**src/rtl/decimator_mc.sv**
```systemverilog
// Multichannel runtime-configurable decimator (pick / boxcar-sum) with a registered AXI-Stream output.
// Optional tag sequence checking is enabled by defining DECIM_SEQ_CHECK_EN (adds the seq_err port).
module decimator_mc #(
  parameter int DATA_W    = 24,
  parameter int CHAN_W    = 2,
  parameter int MAX_RATIO = 16,
  parameter int RATIO_W   = $clog2(MAX_RATIO) + 1,
  parameter int OUT_W     = DATA_W + $clog2(MAX_RATIO)
) (
  input  logic               s_axis_aclk,
  input  logic               s_axis_areset,
  input  logic [RATIO_W-1:0] cfg_ratio,
  input  logic               cfg_mode,
  input  logic [DATA_W-1:0]  s_axis_tdata,
  input  logic               s_axis_tvalid,
  output logic               s_axis_tready,
  input  logic [CHAN_W-1:0]  s_axis_tuser,
  output logic [OUT_W-1:0]   m_axis_tdata,
  output logic               m_axis_tvalid,
  input  logic               m_axis_tready,
  output logic [CHAN_W-1:0]  m_axis_tuser
`ifdef DECIM_SEQ_CHECK_EN
  ,
  output logic               seq_err
`endif
);

  localparam int NUM_CH = 2 ** CHAN_W;

  logic [RATIO_W-1:0] cnt [NUM_CH];
  logic [OUT_W-1:0]   acc [NUM_CH];
  logic [RATIO_W-1:0] re_eff, re_q;
  logic               mode_q;

  logic               accept, cfg_change, clear_all, last, produce;
  logic [RATIO_W-1:0] cur_cnt, cnt_nxt;
  logic [OUT_W-1:0]   sample_ext, acc_nxt, out_nxt;

  assign s_axis_tready = !m_axis_tvalid || m_axis_tready;
  assign accept        = s_axis_tvalid && s_axis_tready;
  assign sample_ext    = {{(OUT_W-DATA_W){s_axis_tdata[DATA_W-1]}}, s_axis_tdata};

  always_comb begin
    re_eff = cfg_ratio;
    if (cfg_ratio == '0)
      re_eff = RATIO_W'(1);
    else if (cfg_ratio > RATIO_W'(MAX_RATIO))
      re_eff = RATIO_W'(MAX_RATIO);
  end

  assign cfg_change = (cfg_mode != mode_q) || (re_eff != re_q);

`ifdef DECIM_SEQ_CHECK_EN
  logic [CHAN_W-1:0] exp_tag;
  logic              seq_bad;

  assign seq_bad   = accept && (s_axis_tuser != exp_tag);
  assign clear_all = cfg_change || seq_bad;

  always_ff @(posedge s_axis_aclk) begin
    if (s_axis_areset) begin
      exp_tag <= '0;
      seq_err <= 1'b0;
    end else if (accept) begin
      exp_tag <= s_axis_tuser + CHAN_W'(1);
      if (seq_bad)
        seq_err <= 1'b1;
    end
  end
`else
  assign clear_all = cfg_change;
`endif

  // A clear in the same cycle makes the incoming sample the first of a new group.
  always_comb begin
    cur_cnt = clear_all ? '0 : cnt[s_axis_tuser];
    last    = (cur_cnt == re_eff - RATIO_W'(1));
    cnt_nxt = last ? '0 : cur_cnt + RATIO_W'(1);
    acc_nxt = (cur_cnt == '0) ? sample_ext : acc[s_axis_tuser] + sample_ext;
    produce = cfg_mode ? last : (cur_cnt == '0);
    out_nxt = cfg_mode ? acc_nxt : sample_ext;
  end

  // NOTE: the per-channel arrays are tiny register files, so they are reset
  // explicitly; a stale count or partial sum must never leak out of reset.
  always_ff @(posedge s_axis_aclk) begin
    if (s_axis_areset) begin
      mode_q <= cfg_mode;
      re_q   <= re_eff;
      for (int i = 0; i < NUM_CH; i++) begin
        cnt[i] <= '0;
        acc[i] <= '0;
      end
    end else begin
      if (cfg_change) begin
        mode_q <= cfg_mode;
        re_q   <= re_eff;
      end
      if (clear_all) begin
        for (int i = 0; i < NUM_CH; i++) begin
          cnt[i] <= '0;
          acc[i] <= '0;
        end
      end
      // NOTE: non-blocking assignments let this later per-channel update win
      // over the bulk clear above without any ordering hazard.
      if (accept) begin
        cnt[s_axis_tuser] <= cnt_nxt;
        acc[s_axis_tuser] <= acc_nxt;
      end
    end
  end

  always_ff @(posedge s_axis_aclk) begin
    if (s_axis_areset) begin
      m_axis_tvalid <= 1'b0;
      m_axis_tdata  <= '0;
      m_axis_tuser  <= '0;
    end else if (accept && produce) begin
      m_axis_tvalid <= 1'b1;
      m_axis_tdata  <= out_nxt;
      m_axis_tuser  <= s_axis_tuser;
    end else if (m_axis_tready) begin
      m_axis_tvalid <= 1'b0;
    end
  end

endmodule

```
**config.mk**
```make
export PLATFORM = sky130hd
export DESIGN_NAME = decimator_mc
export DESIGN_NICKNAME = d
export VERILOG_FILES = /design/src/rtl/decimator_mc.sv
export SDC_FILE = /design/constraint.sdc
export NUM_CORES = 1
export LEC_CHECK = 0
export ABC_AREA = 1
export CAP_MARGIN = 20
export CELL_PAD_IN_SITES_DETAIL_PLACEMENT = 2
export CELL_PAD_IN_SITES_GLOBAL_PLACEMENT = 2
export CORE_MARGIN = 5
export CORE_UTILIZATION = 39
export DETAILED_ROUTE_END_ITERATION = 7
export GPL_ROUTABILITY_DRIVEN = 0
export PLACE_DENSITY = 0.84
export SKIP_CTS_REPAIR_TIMING = 1
export SYNTH_ARGS = -nofsm -noshare
export SYNTH_HDL_FRONTEND = slang
export SYNTH_SLANG_ARGS = --single-unit
```
**constraint.sdc**
```tcl
create_clock -name s_axis_aclk -period 6.2 [get_ports s_axis_aclk]
set_input_delay 1.55 -clock s_axis_aclk [delete_from_list [all_inputs] [get_ports s_axis_aclk]]
set_output_delay 1.55 -clock s_axis_aclk [all_outputs]
set_load 0.02 [all_outputs]
```
# Yosys cells after proc, flatten, opt, wreduce, memory -nomap -nowiden
# Memories as Yosys holds them, arrays and structs flattened.
# Index checks and enable logic that the tools add are counted.
[word_totals] reg_bits=37 latchBits=0 ram_bits=132 rom_bits=0 input_bits=36 out_inout_bits=32 elab_cells=60 memories=2
[mem_list] name="acc" words=4 word_bits=28 read_ports=1 rd_clocked_by_memory_dff=0 write_ports=5 line="31" source="logic [OUT_W-1:0] acc [NUM_CH];"
[mem_list] name="cnt" words=4 word_bits=5 read_ports=1 rd_clocked_by_memory_dff=0 write_ports=5 line="30" source="logic [RATIO_W-1:0] cnt [NUM_CH];"
[classes] addsub=3 mul=0 div_mod_pow=0 order_cmp=1 eq_ne=3 shifts=0 muxes=29 n_bitwise=8 n_reduce_logical=9
[op_table] op="28-bit two-way mux" count=6
[op_table] op="5-bit two-way mux" count=10
[op_table] op="28-bit adder" count=1
[op_table] op="1-bit two-way mux" count=13
[op_table] op="5-bit logical NOT" count=2
[op_table] op="1-bit OR" count=8
[op_table] op="5-bit by 1-bit adder with 5-bit output (second input constant)" count=1
[op_table] op="5-bit == test" count=1
[op_table] op="5-bit > comparator (second input constant)" count=1
[op_table] op="5-bit inequality test" count=1
[op_table] op="5-bit by 1-bit subtractor with 5-bit output (second input constant)" count=1
[op_table] op="2-bit nonzero test" count=2
[op_table] op="1-bit logical AND" count=2
[op_table] op="1-bit logical OR" count=2
[op_table] op="1-bit logical NOT" count=1
[op_table] op="1-bit inequality test" count=1

# Longest topological paths before layout
# Gate-level depths: netlist (run 1).
[depth] ltp_word=10 mapped_depth=24 mapped_depth_nobuf=22

# Worst setup path before layout (run 1)
# OpenSTA, ideal clock, no wires.
[synth_timing] kind="in2reg" startpoint="input s_axis_tuser[1]" endpoint="memory acc[0][19] in the netlist's numbering (data pin)" setup_time_ns=0.266 t_arrival_ns=4.041 t_required_ns=5.934 slack_ns=1.893 cell_stages=15 path_buffers=2 path_cell_list="nor2_1 -> clkbuf_1 -> clkbuf_1 -> a22oi_1 -> nand2_1 -> ha_1 -> a21oi_1 -> nand2_1 -> a21oi_1 -> o21ai_0 -> a21oi_1 -> xor2_1 -> nand2_1 -> nand2_1 -> nor2_1"
[synth_rtl] element="start: declaration" line="17" source="input logic [CHAN_W-1:0] s_axis_tuser,"
[synth_rtl] element="end: declaration" line="31"

# Worst setup path in the final report (run 1)
[layout_timing] startpoint="input s_axis_tuser[0]" endpoint="register m_axis_tdata[20]"
[layout_via] elab_chain_cells=5 elab_cells_between_ends=10 classes_between="add/sub: 1; eq/ne: 1; mux: 4; reduce/logical: 2; memory: 2"
[layout_lines] element="parallel branches: the longest is 5 deep, another holds memory read 4 x 28 bit"
[layout_lines] element="end signal: assignment" line="121" source="m_axis_tdata <= out_nxt;"
[layout_lines] element="end: declaration" line="18" source="output logic [OUT_W-1:0] m_axis_tdata,"
# Several ways; the timed one is not identified.
# A chain may end at the register's enable or synchronous reset.

==> results.py, run 1 <==
metrics = {
    "timing": {
        "slew_violations": 0,
        "fmax_mhz": 187,
        "slew_headroom_pct": 36.5,
        "min_period_ns": 5.35,
        "tightest_slew_ns": 0.942,
        "min_period_over_period_pct": 86.2,
        "grt_setup_unrepaired": "no",
        "hold_viol_final": 0,
        "finalSetupTns_ns": 0,
        "skew_ns": 0.0146,
        "setup_viol": 0,
    },
    "layout": {
        "syn_to_final_growth_pct": 18.2,
        "fillers": 2733,
        "diodes": 0,
        "stdcell_count": 1550,
        "layout-drive-gt1-share_pct": 7.50,
        "fin_nets": 1280,
    },
    "logic_synthesis": {
        "synth-simple-area-share_pct": 26.4,
        "yosysTopAreaCellShare_pct": 43.7,
        "synth_edf_count": 138,
        "synthFlopType": "edfxtp_1",
        "synth_area_leaders": "edfxtp_1 44%, nand2_1 11%, nor2_1 8.6%",
        "synth-async-reset-ratio_pct": 0,
        "synth_top_family_by_area": "simple AND/OR/NAND/NOR gates",
        "yosys.area_share.adder_pct": 4.17,
        "synth_mux_area_share_pct": 0,
        "synthMostInstantiatedCell": "nand2_1",
        "ys_ff_latch": 169,
        "yosysUniqueCellTypes": 44,
        "syn_avg_cell_area_sq_um": 8.32,
        "synth_nets": 1207,
        "synthXorXnorAreaFrac_pct": 1.75,
        "yosysSeqAreaShare_pct": 50.2,
        "synth_compound_area_share_pct": 11.3,
        "yosysWarnings": 0,
        "syn_area_sq_mm": 0.00949,
        "yosys.area.top_type": "edfxtp_1",
        "synthTopCellsByCount": "283 x nand2_1, 218 x nor2_1, 138 x edfxtp_1",
        "syn_inst": 1140,
    },
    "clock_tree": {
        "cts_buffers": 17,
        "htree_levels": 4,
        "clock_sinks": 169,
        "clockBufferDepth": 2,
        "clkLatencyLatePin_ns": 0.45,
        "clk_pin_slew_ns": 0.08,
        "cts-root-buf": "clkbuf_16",
        "cts_tree": "built",
    },
    "route": {
        "num_vias": 8805,
        "viasPerCell": 5.68,
        "avgRoutedWirePerCell_um": 24.1,
        "drt_iter0_drc": 695,
        "drc": 0,
        "antenna_left": 0,
        "drtPass1Iterations": 5,
        "wl_mm": 37.4,
    },
    "global_route": {
        "overflow": 0,
        "grt_pass1_vias": 9735,
        "grt_max_degree": 49,
        "grt_pass1_wl_mm": 57.6,
        "grt_util_all_layers_pct": 26.9,
        "antenna_found_initial": 0,
    },
    "floorplanning": {
        "die_width_um": 166,
        "coreArea_sq_mm": 0.0241,
        "io-pin-count": 68,
        "initial_core_util_pct": 39.4,
        "die_area_sq_mm": 0.0276,
        "die_y_um": 166,
        "rows": 57,
    },
    "placement": {
        "port_buffers": 67,
        "placedCellCount": 1518,
        "hpwlAfterDp_mm": 24.7,
    },
    "worst_setup_path": {
        "crit_required_ns": 6.54,
        "crit_type": "in -> reg",
        "cp-end-kind": "flip-flop",
        "critPathLaunch": "s_axis_tuser[0]",
        "ff2ff_path_depth": 18,
        "critPathLaunchType": "input port",
        "r2r-start": "acc[0][0]",
        "cp_max_fo": 24,
        "rrSetupSlack_ns": 2.78,
        "r2r-end": "m_axis_tdata[20]",
        "crit_arrival_ns": 5.69,
    },
    "power": {
        "ir_drop_v": 0.000179,
        "powerDensity_mw_per_mm2": 256,
        "p_leak_nw": 4.95,
    },
    "run": {
        "drv_cap": 0,
    },
    "hold_path": {
        "min_from": "m_axis_tuser[1]",
        "hold_path_depth": 2,
        "hp-class": "reg -> reg",
        "whs_endpoint": "m_axis_tuser[1]",
    },
    "outcome": {
        "status": "completed",
    },
}
routing by layer:
layer	up-vias	global-route usage (%)	wire [um]
met5	-	0	0
met4	0	9.65	1100
met3	77	3.64	1530
met2	260	47.5	18700
met1	4522	33.7	16000
li1	3946	-	-
critical path, cell delays in order:
cell             delay, ns
clkdlybuf4s50_1       0.52
inv_1                 0.16
nand2_1               0.09
inv_1                 0.47
buf_12                0.28
nand2_1               0.07
nand3_1               0.12
ha_1                  0.27
fa_1                  0.26
nand3_1               0.08
nand2_1               0.17
nand3_1               0.10
nand2_1               0.22
nand2_1               0.09
nand3_1               0.13
nand2_1               0.08
nand2_1               0.12
nand2_1               0.08
nand2_1               0.08
nor2_1                0.05
a21oi_1               0.36
nor2_1                0.11
nor2_1                0.16
nor2_1                0.05
per-stage QoR:
step / hold slack [ns] / utilization [%] / setup WS (ns) / area [sq um] / power [mW]
6_report: 0.488 / 46.5 / 0.853 / 11200 / 2.87
5_1_grt: 0.521 / 46.5 / 0.564 / 11200 / 2.96
4_1_cts: 0.484 / 46.5 / 0.950 / 11200 / 2.88
3_5_place_dp: 0.470 / 44.1 / 0.704 / 10600 / 1.75
3_3_place_gp: 0.454 / 44.1 / 0.913 / 10600 / 1.72
2_1_floorplan: 0.530 / - / 1.89 / 9490 / 1.56
state kept, by name, indices dropped and copies added (netlist names):
name	flops
re_q	5
m_axis_tuser	2
m_axis_tvalid	1
mode_q	1
m_axis_tdata	28
acc	112
cnt	20
worst max path at each step:
stage / endpoint / cells after the start
floorplan: acc[0][19] / 15
global placement: acc[2][19] / 18
detailed placement: m_axis_tdata[20] / 23
CTS: m_axis_tdata[20] / 23
global route: m_axis_tdata[20] / 24
finish: m_axis_tdata[20] / 24
report_power, final:
| group | internal [mW] | switching, mW | total [mW] |
|---|---|---|---|
| combinational | 0.145 | 0.296 | 0.441 |
| sequential | 1.27 | 0.0234 | 1.30 |
| clock | 0.604 | 0.531 | 1.14 |
cells by family (layout without fill, tap and decap cells):
group	after synthesis	count (layout)
AO/OA/AOI/OAI	176	176
AND/OR/NAND/NOR	603	603
buffers and inverters	142	228
XOR/XNOR	19	19
adder cells (fa/ha/maj)	31	31
flip-flops	169	169
cell type report:
| type | count | area, sq um | share of cell area [%] |
|---|---|---|---|
| clock buffers | 17 | 425 | 3.79 |
| flip-flops and latches | 169 | 4760 | 42.5 |
| inverters | 98 | 370 | 3.30 |
| multi-input cells | 829 | 4150 | 37.0 |
| repair buffers | 98 | 941 | 8.39 |
| well taps | 324 | 405 | 3.61 |
| clock inverters | 15 | 163 | 1.45 |
cell usage in the layout, fill, tap and decap left out, types with 4 or more instances in the layout:
| cell | count |
|---|---|
| nand3_1 | 55 |
| nand4_1 | 9 |
| o211ai_1 | 4 |
| dfxtp_1 | 31 |
| o21ai_1 | 12 |
| nand3_2 | 4 |
| clkdlybuf4s50_1 | 67 |
| buf_4 | 28 |
| nor2_2 | 10 |
| inv_1 | 92 |
| a21o_1 | 4 |
| nand2_1 | 283 |
| xnor2_1 | 8 |
| nand3b_1 | 6 |
| o21ai_0 | 39 |
| nor3_1 | 6 |
| ha_1 | 30 |
| clkbuf_16 | 17 |
| nor2_1 | 216 |
| or2_2 | 4 |
| o21bai_1 | 9 |
| a22oi_1 | 48 |
| edfxtp_1 | 138 |
| inv_6 | 4 |
| a21oi_1 | 53 |
| xor2_1 | 11 |
(Power assumes the default switching activity.)
==> inputs of run 2 (changes only) <==
Settings changed: CORE_UTILIZATION 39 to 40, DONT_BUFFER_PORTS set to 1, PLACE_DENSITY 0.84 to 0.8.
==> results.py, run 2 (synthesized netlist as in run 1, its figures left out) <==
metrics = {
    "route": {
        "drt_iter0_drc": 537,
        "wl_mm": 35.2,
        "antenna_left": 0,
        "drc": 0,
        "drtPass1Iterations": 5,
        "viasPerCell": 5.61,
        "avgRoutedWirePerCell_um": 24.0,
        "num_vias": 8229,
    },
    "layout": {
        "regMostFlops": "acc",
        "largest_reg_flops": 112,
        "fin_nets": 1201,
        "multiInputGateArea_sq_mm": 0.00415,
        "seqCellArea_sq_mm": 0.00476,
        "layout-drive-gt1-share_pct": 6.97,
        "mostFrequentLayoutCells": "281 x nand2_1, 216 x nor2_1, 138 x edfxtp_1",
        "fillers": 2666,
        "syn_to_final_growth_pct": 9.66,
        "top_regs": "acc (112), m_axis_tdata (28), cnt (20)",
        "diodes": 0,
        "layout_commonest_cell": "nand2_1",
    },
    "timing": {
        "grt_setup_unrepaired": "no",
        "fmax_mhz": 207,
        "setup_viol": 0,
        "skew_ns": 0.0143,
        "slew_headroom_pct": 27.2,
        "layout_setup_ws_ns": 1.38,
        "min_period_over_period_pct": 77.8,
        "hold_viol_final": 0,
        "slew_violations": 0,
        "tightest_slew_ns": 1.09,
        "hold_ws_ns": 0.574,
        "finalSetupTns_ns": 0,
        "min_period_ns": 4.82,
    },
    "clock_tree": {
        "clock_sinks": 169,
        "cts_tree": "built",
        "clkLatencyLatePin_ns": 0.44,
        "cts_buffers": 17,
        "clockBufferDepth": 2,
        "clk_pin_slew_ns": 0.06,
        "cts-root-buf": "clkbuf_16",
        "htree_levels": 4,
    },
    "worst_setup_path": {
        "cp_max_fo": 18,
        "crit_type": "in -> reg",
        "cp-end-kind": "flip-flop",
        "cpPeakStageDelay_ns": 0.60,
        "crit_required_ns": 6.36,
        "rrSetupSlack_ns": 2.54,
        "crit_arrival_ns": 4.98,
        "cp_slowest_cell": "nor4_1",
        "path_buf_inv": 3,
        "critPathTopFamily": "simple AND/OR/NAND/NOR gates",
        "crit_path_frequent_cell": "nand2_1",
        "critPathLaunchType": "input port",
        "path_cells": "inv_1, nand2_1, inv_1, buf_4, nand2_1, nand3_1, ha_1, nand2_1, nor4_1, nand2_1, nand3_1, nand2_1, nand2_1, nand2_1, nand2_1, nor2_1, a21oi_1, nor2_1",
    },
    "floorplanning": {
        "rows": 56,
        "coreArea_sq_mm": 0.0234,
        "initial_core_util_pct": 40.6,
        "die_width_um": 164,
        "die_y_um": 164,
        "die_area_sq_mm": 0.0269,
        "io-pin-count": 68,
    },
    "placement": {
        "dp_slack_ns": 0.938,
        "hpwlAfterDp_mm": 25.3,
        "port_buffers": 0,
    },
    "global_route": {
        "antenna_found_initial": 1,
        "grt_max_degree": 53,
        "overflow": 0,
        "grt_pass1_wl_mm": 53.3,
        "grt_util_all_layers_pct": 26.6,
        "grt_pass1_vias": 8956,
    },
    "power": {
        "ir_drop_v": 0.000170,
        "p_leak_nw": 4.62,
        "powerDensity_mw_per_mm2": 259,
    },
    "hold_path": {
        "hp-class": "reg -> reg",
    },
    "outcome": {
        "status": "completed",
    },
    "run": {
        "drv_cap": 0,
    },
}
## run 2: power by group
group	internal [mW]	switching (mW)
registers	1.27	0.0426
logic	0.0968	0.248
clock network	0.557	0.478
total	1.93	0.769
## run 2: per-layer routing
layer	wire length [um]	track usage, %
met4	854	7.62
met3	1690	5.19
met5	7	0
met2	17700	46.4
met1	15000	33.6
## run 2: final cells by class
cell class,count,area share [%]
Sequential cell,169,45.8
Multi-Input combinational cell,829,39.9
Clock buffer,19,4.16
Tap cell,319,3.84
Inverter,98,3.56
Timing Repair Buffer,19,1.61
Clock inverter,13,1.17
## run 2: path summary, 6_finish.rpt
kind | start | to | cells after the start
setup reg to reg | acc[1][0] | acc[1][22] | 14
hold reg to reg | m_axis_tdata[21] | m_axis_tdata[21] | 2
setup / recovery | s_axis_tuser[0] | acc[3][20] | 18
hold / removal | m_axis_tdata[21] | m_axis_tdata[21] | 2
## run 2: metrics by stage
stage               instances  total power, mW  instance area, sq um  utilization [%]
global route             1466             2.79                 10400             44.5
CTS                      1466             2.71                 10400             44.5
global placement         1433             1.66                  9830             42.0
detailed placement       1434             1.68                  9850             42.1
finish                   1466             2.69                 10400             44.5
floorplan                1140             1.56                  9490                -
## run 2: worst register-to-register path: cells and delay by family (launching register included)
family	cells	cell delay, ns
compound gates	3	1.10
xor+xnor	1	0.17
fa+ha+maj	2	0.73
buf+inv	1	0.14
flops	1	0.39
simple gates	7	0.83
==> inputs of run 3 (changes only) <==
Settings changed: CORE_UTILIZATION 40 to 39, PLACE_DENSITY 0.8 to 0.78.
Clock period 6.2 ns to 4.8 ns, I/O delays scaled along.
==> results.py, run 3 (synthesized netlist as in run 1, its figures left out) <==
metrics = {
    "outcome": {
        "status": "completed",
    },
    "power": {
        "p_leak_nw": 4.71,
        "ir_drop_v": 0.000226,
        "powerDensity_mw_per_mm2": 335,
        "power.total_mw": 3.53,
    },
    "clock_tree": {
        "cts-root-buf": "clkbuf_16",
        "cts_buffers": 17,
        "clock_sinks": 169,
        "clockBufferDepth": 2,
        "htree_levels": 4,
        "cts_tree": "built",
        "clkLatencyLatePin_ns": 0.43,
        "clk_pin_slew_ns": 0.07,
    },
    "route": {
        "drtPass1Iterations": 7,
        "drc": 0,
        "wl_mm": 34.3,
        "viasPerCell": 5.54,
        "num_vias": 8220,
        "antenna_left": 0,
        "avgRoutedWirePerCell_um": 23.2,
        "drt_iter0_drc": 398,
    },
    "worst_setup_path": {
        "cpPeakStageDelay_ns": 0.54,
        "cp_slowest_cell": "nor4_1",
        "critPathTopFamily": "simple AND/OR/NAND/NOR gates",
        "path_buf_inv": 1,
        "crit_type": "in -> reg",
        "crit_path_frequent_cell": "nand2_1",
        "cp_max_fo": 9,
        "crit_arrival_ns": 4.31,
        "critPathLaunchType": "input port",
        "path_cells": "nor2_2, buf_4, a22oi_1, nand2_1, ha_1, nand2_1, nor4_1, nand2_1, nand3_1, nand2_1, nand2_1, nand2_1, nand2_1, nor2_1, a21oi_1, nor2_1",
        "cp-end-kind": "flip-flop",
        "crit_required_ns": 4.95,
    },
    "floorplanning": {
        "rows": 57,
        "coreArea_sq_mm": 0.0241,
        "io-pin-count": 68,
        "die_area_sq_mm": 0.0276,
        "die_y_um": 166,
        "die_width_um": 166,
        "initial_core_util_pct": 39.4,
    },
    "timing": {
        "grt_setup_unrepaired": "no",
        "slew_headroom_pct": 35.6,
        "fmax_mhz": 240,
        "setup_viol": 0,
        "slew_violations": 0,
        "min_period_over_period_pct": 86.6,
        "finalSetupTns_ns": 0,
        "tightest_slew_ns": 0.956,
        "min_period_ns": 4.16,
        "skew_ns": 0.0153,
        "hold_viol_final": 0,
    },
    "layout": {
        "layout-drive-gt1-share_pct": 7.94,
        "largest_reg_flops": 112,
        "stdcell_count": 1483,
        "diodes": 0,
        "mostFrequentLayoutCells": "283 x nand2_1, 216 x nor2_1, 138 x edfxtp_1",
        "layout_commonest_cell": "nand2_1",
        "fin_nets": 1213,
        "top_regs": "acc (112), m_axis_tdata (28), cnt (20)",
        "regMostFlops": "acc",
        "syn_to_final_growth_pct": 11.2,
        "fillers": 2784,
    },
    "run": {
        "drv_cap": 0,
    },
    "global_route": {
        "overflow": 0,
        "grt_util_all_layers_pct": 24.8,
        "grt_use_met1_pct": 31.1,
        "grt_max_degree": 48,
        "antenna_found_initial": 0,
        "grt_pass1_wl_mm": 52.8,
        "grtUsageMet3_pct": 4.05,
        "use_met2_pct": 44.3,
        "grt_pass1_vias": 8942,
        "grt-busiest-layer": "met2",
    },
    "placement": {
        "port_buffers": 0,
        "hpwlAfterDp_mm": 25.1,
        "placedCellCount": 1451,
    },
    "hold_path": {
        "hp-class": "reg -> reg",
    },
}
-- run 3: cell types whose count changed in the layout (fill, tap and decap cells not counted), sizes merged --
| cell | before | now |
|---|---|---|
| clkinvlp | 4 | 2 |
| bufinv | 1 | 2 |
| buf | 19 | 31 |
| clkbuf | 19 | 18 |
| clkinv | 6 | 8 |
-- run 3: path summary, 6_finish.rpt --
kind	cells after the start	slack [ns]	start	end
hold / removal	2	0.61	m_axis_tdata[21]	m_axis_tdata[21]
hold reg to reg	2	0.61	m_axis_tdata[21]	m_axis_tdata[21]
setup reg to reg	14	1.46	acc[0][14]	acc[0][20]
setup / recovery	16	0.64	s_axis_tuser[1]	acc[0][20]
-- run 3: final cells by class --
type | count | area [sq um] | share of cell area [%]
Sequential cell | 169 | 4760 | 45.1
Multi-Input combinational cell | 829 | 4150 | 39.3
Clock buffer | 18 | 429 | 4.07
Tap cell | 324 | 405 | 3.84
Inverter | 98 | 370 | 3.51
Timing Repair Buffer | 31 | 295 | 2.80
Clock inverter | 14 | 145 | 1.37
-- run 3: per-stage QoR --
step	utilization, %	cell area (sq um)	worst slack (ns)	hold slack (ns)
finish	43.8	10600	0.641	0.608
global route	43.8	10600	0.397	0.609
CTS	43.8	10600	0.648	0.602
detailed placement	41.4	9980	0.313	0.576
global placement	41.4	9980	0.366	0.558
floorplan	-	9490	0.843	0.530
-- run 3: per-layer routing --
layer  wire length, um  vias to the layer above
li1                  -                     3827
met4               775                        0
met5                 0                        -
met3              1280                       45
met2             17400                      171
met1             14900                     4177
-- run 3: power breakdown --
| group | internal [mW] | leakage (nW) | switching [mW] | total, mW |
|---|---|---|---|---|
| combinational | 0.135 | 2.50 | 0.321 | 0.455 |
| sequential | 1.64 | 1.92 | 0.0541 | 1.70 |
| clock | 0.770 | 0.281 | 0.610 | 1.38 |
-- run 3: worst min-delay path, cell delays in order (launching register included) --
cell and delay (ns):
dfxtp_1 0.39, nand2_1 0.11, a21oi_1 0.06
